$ cat config.mk
export PLATFORM = sky130hd
export DESIGN_NAME = hazard_sb
export DESIGN_NICKNAME = d
export VERILOG_FILES = /design/src/rtl/hazard_sb.sv
export SDC_FILE = /design/constraint.sdc
export NUM_CORES = 1
export LEC_CHECK = 0
export BUFFER_PORTS_ARGS = -buffer_cell sky130_fd_sc_hd__buf_2
export CORE_MARGIN = 3
export CORE_UTILIZATION = 40
export CTS_CLUSTER_DIAMETER = 80
export CTS_CLUSTER_SIZE = 25
export DETAILED_ROUTE_END_ITERATION = 8
export PLACE_DENSITY = 0.66
export SLEW_MARGIN = 10
export SYNTH_ARGS = -nofsm -noshare
export SYNTH_HDL_FRONTEND = slang
export SYNTH_SLANG_ARGS = --single-unit
$ cat constraint.sdc
create_clock -name CLK -period 3 [get_ports CLK]
set_input_delay 0.3 -clock CLK [delete_from_list [all_inputs] [get_ports CLK]]
set_output_delay 0.3 -clock CLK [all_outputs]
set_load 0.005 [all_outputs]
$ cat src/rtl/hazard_sb.sv
// Pipeline hazard unit: forwarding, stall/flush generation and a MUL/DIV register scoreboard.
// Stall/flush/forward outputs are combinational; Pending, StallCount and StallTimeout lag their cause by one cycle.
module hazard_sb #(
   parameter int NREG  = 16,
   parameter int RA_W  = 4,
   parameter int TMO   = 255,
   parameter int CNT_W = 16
) (
   input  logic              CLK,
   input  logic              RESETn,
   input  logic [RA_W-1:0]   RA1D,
   input  logic [RA_W-1:0]   RA2D,
   input  logic [RA_W-1:0]   WA3D,
   input  logic              RegWriteD,
   input  logic              McD,
   input  logic [RA_W-1:0]   RA1E,
   input  logic [RA_W-1:0]   RA2E,
   input  logic [RA_W-1:0]   WA3E,
   input  logic              RegWriteE,
   input  logic              MemtoRegE,
   input  logic              PCSrcE,
   input  logic              McStartE,
   input  logic [RA_W-1:0]   WA3M,
   input  logic              RegWriteM,
   input  logic              MemtoRegM,
   input  logic              MemWriteM,
   input  logic              cache_ready,
   input  logic [RA_W-1:0]   WA3W,
   input  logic              RegWriteW,
   input  logic              McDoneW,
   input  logic [RA_W-1:0]   McWA3W,
   input  logic              McBusy,
   output logic              StallF,
   output logic              StallD,
   output logic              StallE,
   output logic              StallM,
   output logic              FlushD,
   output logic              FlushE,
   output logic [1:0]        ForwardAE,
   output logic [1:0]        ForwardBE,
   output logic [NREG-1:0]   Pending,
   output logic [CNT_W-1:0]  StallCount,
   output logic              StallTimeout
);

   localparam int RUN_W  = (TMO < 2) ? 1 : $clog2(TMO + 1);
   localparam int NADDR  = 2 ** RA_W;

   logic [NREG-1:0]  pending_q, pending_d;
   logic [CNT_W-1:0] stall_cnt_q, stall_cnt_d;
   logic [RUN_W-1:0] run_q, run_d;
   logic             timeout_q, timeout_d;
   logic [NADDR-1:0] pend_ext;
   logic             ld_use, cache_stall, scb_stall, mc_stall, stall_any, issue;

   always_comb begin
      ForwardAE = 2'b00;
      if (RegWriteM && (RA1E == WA3M))      ForwardAE = 2'b10;
      else if (RegWriteW && (RA1E == WA3W)) ForwardAE = 2'b01;
      ForwardBE = 2'b00;
      if (RegWriteM && (RA2E == WA3M))      ForwardBE = 2'b10;
      else if (RegWriteW && (RA2E == WA3W)) ForwardBE = 2'b01;
   end

   // Addresses beyond NREG land in the zero-filled upper part and read as idle.
   always_comb begin
      pend_ext = '0;
      pend_ext[NREG-1:0] = pending_q;
   end

   always_comb begin
      ld_use      = ((RA1D == WA3E) || (RA2D == WA3E)) && MemtoRegE && RegWriteE;
      cache_stall = (MemtoRegM || MemWriteM) && !cache_ready;
      scb_stall   = pend_ext[RA1D] || pend_ext[RA2D] || (RegWriteD && pend_ext[WA3D]);
      mc_stall    = McD && (McBusy || McStartE);
      stall_any   = ld_use || cache_stall || scb_stall || mc_stall;
      issue       = McStartE && RegWriteE && !cache_stall && !PCSrcE;
   end

   assign StallF = stall_any;
   assign StallD = stall_any;
   assign StallE = cache_stall;
   assign StallM = cache_stall;
   assign FlushD = PCSrcE;
   assign FlushE = (ld_use || scb_stall || mc_stall) && !cache_stall;

   // Clear is applied before set so a same-register collision leaves the entry pending.
   always_comb begin
      pending_d = pending_q;
      for (int i = 0; i < NREG; i++) begin
         if (McDoneW && (McWA3W == RA_W'(i))) pending_d[i] = 1'b0;
         if (issue && (WA3E == RA_W'(i)))     pending_d[i] = 1'b1;
      end
   end

   always_comb begin
      stall_cnt_d = stall_cnt_q;
      if (stall_any && (stall_cnt_q != {CNT_W{1'b1}})) stall_cnt_d = stall_cnt_q + CNT_W'(1);
      run_d = '0;
      if (stall_any) run_d = (run_q == RUN_W'(TMO)) ? run_q : run_q + RUN_W'(1);
      timeout_d = timeout_q || (run_d == RUN_W'(TMO));
   end

   always_ff @(posedge CLK) begin
      if (!RESETn) begin
         pending_q   <= '0;
         stall_cnt_q <= '0;
         run_q       <= '0;
         timeout_q   <= 1'b0;
      end else begin
         pending_q   <= pending_d;
         stall_cnt_q <= stall_cnt_d;
         run_q       <= run_d;
         timeout_q   <= timeout_d;
      end
   end

   assign Pending      = pending_q;
   assign StallCount   = stall_cnt_q;
   assign StallTimeout = timeout_q;

endmodule

==> results.cfg, run 1 <==
[synthesis]
synth.avg_cell_area_sq_um = 8.44
netlist_top_cells_area = dfxtp_1 29%, mux2i_1 5.6%, mux4_2 5.5%, xnor2_1 5.5%, nand2_1 4.6%
netlist_area_sq_um = 2850
ys_warn_count = 0
synthFlopType = dfxtp_1
synth_nets = 391
synth_top_area_share_pct = 28.8
post-synth-top-area-cell = dfxtp_1
synth_edf_count = 0
ys_types = 52
ys_seq_area_share_pct = 28.8
syn_inst = 338
yosys_register_bits = 41
synthArstFlopShare_pct = 0

[global_routing]
grtUsageTotal_pct = 17.1
grt_overflow_total = 0
grt_max_degree = 48
grt_pass1_vias = 2473
antenna_found_initial = 0
grt_first_pass_wirelength_um = 11800

[die]
initial_core_util_pct = 41.5
num_rows = 30
fp.dieH_um = 90.4
die_w_um = 90.4
core_area_sq_um = 6870
io_pins = 94
die_area_sq_um = 8180

[worst_setup_path]
cp.arrival_ns = 2.29
r2r-start = Pending[6]
cp_max_fo = 7
crit_required_ns = 2.70
path_cells = nor2b_1, a2111oi_0, a2111oi_4, nor4b_2, and2_4, inv_2, buf_2
cp-end-kind = primary output
cpLargestDelayFamily = simple AND/OR/NAND/NOR gates
crit_slowest_cell = a2111oi_0
crit_path_start_kind = flop
critPathBufInv = 2
reg2regPathDepth = 7
worstSetupPathType = flop to primary output
rrSetupSlack_ns = 0.76
r2r_end = StallCount[6]
cp_slowest_stage_delay_ns = 0.59

[job]
cap_violations = 0

[sta]
setup_tns_ns = 0
fin_crit_ns = 2.59
finClkSkew_ns = 0.0129
post-route-period-util_pct = 86.3
tightest_slew_ns = 0.741
max_freq_ghz = 0.386
drv_slew = 0
rsz0062_at_grt = no
setup_viol = 0
final_hold_viol_count = 0
relSlewSlack_pct = 49.3

[layout]
final_common_cell = buf_2
n_antenna_cell = 0
syn_to_final_growth_pct = 20.2
fin_nets = 470
drive_gt1_share_pct = 28.5
final_cell_mix = 93 x buf_2, 41 x dfxtp_1, 35 x nand2_1

[hold_path]
hold-path-cell-count = 3
hp-class = input pin to flop
whs_endpoint = Pending[11]
worstHoldStart = WA3E[0]

[power_and_ir_drop]
powerDensity_nw_per_um2 = 330
power_mw = 1.13
ir_worst_vdd_uv = 210
p_leak_nw = 1.47

[detailed_routing]
wl_um = 7250
drc = 0
dr.pass1.iters = 5
vias = 2715
drtIter0Drc = 144
ant_nets = 0
wl_per_cell_um = 14.1
viasPerCell = 5.29

[cts]
cts_max_level = 2
cts-root-buf = clkbuf_8
cts_setup_buffers = 0
cts_buffer_depth = 2
tritoncts = yes
cts_hold_buf = 0
clock_latency_ns = 0.29
post_cts_resized = 0
clk_pin_slew_worst_paths_ns = 0.08
cts.sink_count = 41
numCtsBuffers = 5

[outcome]
outcome = finished, final reports clean

[place]
dp_hpwl_um = 5680
globalplace.congestion = 0.951
numPortBuffers = 93
[synthesized netlist by cell type, types with 9 or more instances]
| cell | number |
|---|---|
| dfxtp_1 | 41 |
| nand2_1 | 35 |
| nor2_1 | 22 |
| nand3_1 | 21 |
| o21ai_0 | 21 |
| xnor2_1 | 18 |
| nand2b_1 | 17 |
| a21boi_1 | 16 |
| mux2i_1 | 16 |
| clkbuf_1 | 15 |
| xor2_1 | 14 |
| nand4_1 | 9 |
[where the power goes]
group | leakage, nW | switching, mW | internal (mW)
Clock | 0.0433 | 0.181 | 0.182
Sequential | 0.331 | 0.0111 | 0.553
Combinational | 1.09 | 0.111 | 0.0933
[through the flow]
step                worst slack, ns  instances  area [sq um]  hold slack, ns  utilization, %
finish                        0.411        513          3430           0.368            49.9
global placement              0.647        506          3340           0.444            48.6
detailed placement            0.605        506          3340           0.466            48.6
global route                  0.263        513          3430           0.369            49.9
floorplan                     0.658        338          2850           0.465               -
CTS                           0.382        513          3430           0.352            49.9
[registers in the layout, summed over array words and instances, names as in the netlist]
register,flops
Pending,16
StallCount,16
run_q,8
StallTimeout,1
[worst max path at each step]
stage / slack, ns / start / depth (start not counted) / to
2_1_floorplan: 0.66 / RA2D[0] / 8 / StallF
3_3_place_gp: 0.65 / RA1D[1] / 8 / StallF
3_5_place_dp: 0.60 / RA1D[1] / 8 / StallF
4_1_cts: 0.38 / Pending[0] / 7 / StallF
5_1_grt: 0.26 / Pending[0] / 7 / StallD
6_report: 0.41 / Pending[0] / 7 / StallD
[per-layer routing]
| metal | track usage, % | vias to the layer above | share of wire, % |
|---|---|---|---|
| met5 | 0 | - | 0 |
| met4 | 4.08 | 0 | 0.94 |
| met3 | 3.25 | 4 | 5.9 |
| met2 | 28.0 | 90 | 47 |
| met1 | 23.2 | 1252 | 47 |
| li1 | - | 1369 | - |
[worst min-delay path, stage by stage]
cell	delay [ns]
buf_2	0.17
nand3_1	0.08
a21boi_1	0.05
[logic make-up after synthesis]
family                     Yosys count  synth area share, %
and+or+nand+nor                    147                 27.6
AOI/OAI and AO/OA                   60                 14.3
DFF                                 41                 28.8
xor gates and xnor gates            32                 9.83
buffers and inverters               28                 4.43
muxes                               28                 14.2
adders and majority gates            2                0.877
[cell type report]
type | count | area (sq um)
Fill cell | 698 | 3440
Multi-Input combinational cell | 269 | 1900
Sequential cell | 41 | 821
Timing Repair Buffer | 93 | 465
Tap cell | 96 | 120
Clock buffer | 6 | 82.6
Inverter | 7 | 26.3
Clock inverter | 1 | 7.51
(Power assumes the default switching activity.)
==> run 2, diff against run 1 <==
- CORE_UTILIZATION: 40 -> 51
- PLACE_DENSITY: 0.66 -> 0.8
==> results.cfg, run 2 (synthesis gave the netlist of run 1 again) <==
[power_and_ir_drop]
ir_worst_vdd_uv = 201
p_int_uw = 828
power_frac_clock_pct = 32.0
p_sw_uw = 306
p_seq_share_pct = 49.8
combPwrFrac_pct = 18.2
powerDensity_nw_per_um2 = 334
p_leak_nw = 1.47
p_sw_share_pct = 27.0

[worst_setup_path]
worstSetupPathType = flop to primary output
cp_max_fo = 7
crit_path_start_kind = flop
crit_required_ns = 2.70
path_cells = nor2b_1, a2111oi_0, a2111oi_4, nor4b_2, and2_4, inv_2, buf_2
cp-end-kind = primary output
cp.arrival_ns = 2.31
cp_slowest_stage_delay_ns = 0.60
crit_slowest_cell = a2111oi_0
reg2regPathDepth = 8

[global_routing]
grt_overflow_total = 0
grt_pass1_vias = 2629
antenna_found_initial = 0
grt_first_pass_wirelength_um = 11700
grt_max_degree = 48
grtUsageTotal_pct = 22.6

[cts]
cts_max_level = 2
cts-root-buf = clkbuf_8
post_cts_resized = 0
clk_pin_slew_worst_paths_ns = 0.08
cts_setup_buffers = 0
cts.sink_count = 41
clock_latency_ns = 0.29
cts_buffer_depth = 2
cts_hold_buf = 0
numCtsBuffers = 5
tritoncts = yes

[layout]
n_antenna_cell = 0
drive_gt1_share_pct = 28.5
final_cell_mix = 93 x buf_2, 41 x dfxtp_1, 35 x nand2_1
final_common_cell = buf_2
final_util_pct = 64.4
fin_nets = 470
syn_to_final_growth_pct = 19.0
n_fill_cell = 482

[die]
core_area_sq_um = 5270
fp.dieH_um = 80.8
die_area_sq_um = 6520
num_rows = 26
io_pins = 94
die_w_um = 80.8
initial_core_util_pct = 54.1

[sta]
max_freq_ghz = 0.382
finClkSkew_ns = 0.0102
drv_slew = 0
setup_tns_ns = 0
tightest_slew_ns = 0.754
setup_viol = 0
rsz0062_at_grt = no
fin_crit_ns = 2.61
final_hold_viol_count = 0
relSlewSlack_pct = 48.4
post-route-period-util_pct = 87.2

[detailed_routing]
dr.pass1.iters = 4
viasPerCell = 5.85
wl_um = 7330
vias = 2850
drtIter0Drc = 218
drc = 0
wl_per_cell_um = 15.1
ant_nets = 0

[hold_path]
hold-path-cell-count = 3
hp-class = input pin to flop

[place]
globalplace.congestion = 0.886
numPortBuffers = 93
dp_hpwl_um = 5640

[outcome]
outcome = finished, final reports clean

[job]
cap_violations = 0
-- run 2: cell counts in the layout (fill, tap and decap cells not counted) --
No cell type changed its count.
-- run 2: final cells by class --
type / instances / area, sq um / share of cell area [%]
clock inverters: 1 / 7.51 / 0.221
multi-input cells: 269 / 1900 / 56.1
well taps: 70 / 87.6 / 2.58
clock buffers: 6 / 82.6 / 2.43
repair buffers: 93 / 465 / 13.7
inverters: 7 / 26.3 / 0.774
flip-flops and latches: 41 / 821 / 24.2
-- run 2: power groups by stage --
stage,logic [mW],clock network [mW],registers (mW)
finish,0.207,0.363,0.565
global route,0.230,0.391,0.566
CTS,0.206,0.372,0.564
detailed placement,0.205,0,0.577
global placement,0.198,0,0.577
floorplan,0.130,0,0.576
-- run 2: per-layer routing --
metal  global-route usage, %  routed length [um]  vias to the layer above
met2                    38.1                3510                      113
met5                       0                   0                        -
met4                    8.45                 144                        0
met1                    29.1                3140                     1349
met3                    3.44                 532                       17
li1                        -                   -                     1371
-- run 2: worst paths after layout --
path                startpoint      endpoint  slack (ns)
hold / removal         WA3E[0]   Pending[15]        0.37
setup reg to reg    Pending[0]      run_q[7]        0.73
setup / recovery    Pending[0]        StallF        0.39
hold reg to reg   StallTimeout  StallTimeout        0.48
-- run 2: per-stage QoR --
step | setup WS [ns] | total power [mW] | cell area (sq um) | instances | hold WS (ns)
after floorplan | 0.658 | 0.706 | 2850 | 338 | 0.465
after global placement | 0.650 | 0.775 | 3300 | 480 | 0.447
after detailed placement | 0.606 | 0.783 | 3300 | 480 | 0.474
after CTS | 0.371 | 1.14 | 3390 | 487 | 0.357
after global routing | 0.263 | 1.19 | 3390 | 487 | 0.385
final | 0.385 | 1.13 | 3390 | 487 | 0.373
-- run 2: worst max-delay path: cells and delay by family (launching register included) --
kind                   cells  cell delay (ns)
buffers and inverters      2             0.19
and+or+nand+nor            3             0.79
AOI/OAI and AO/OA          2             0.68
DFF                        1             0.36
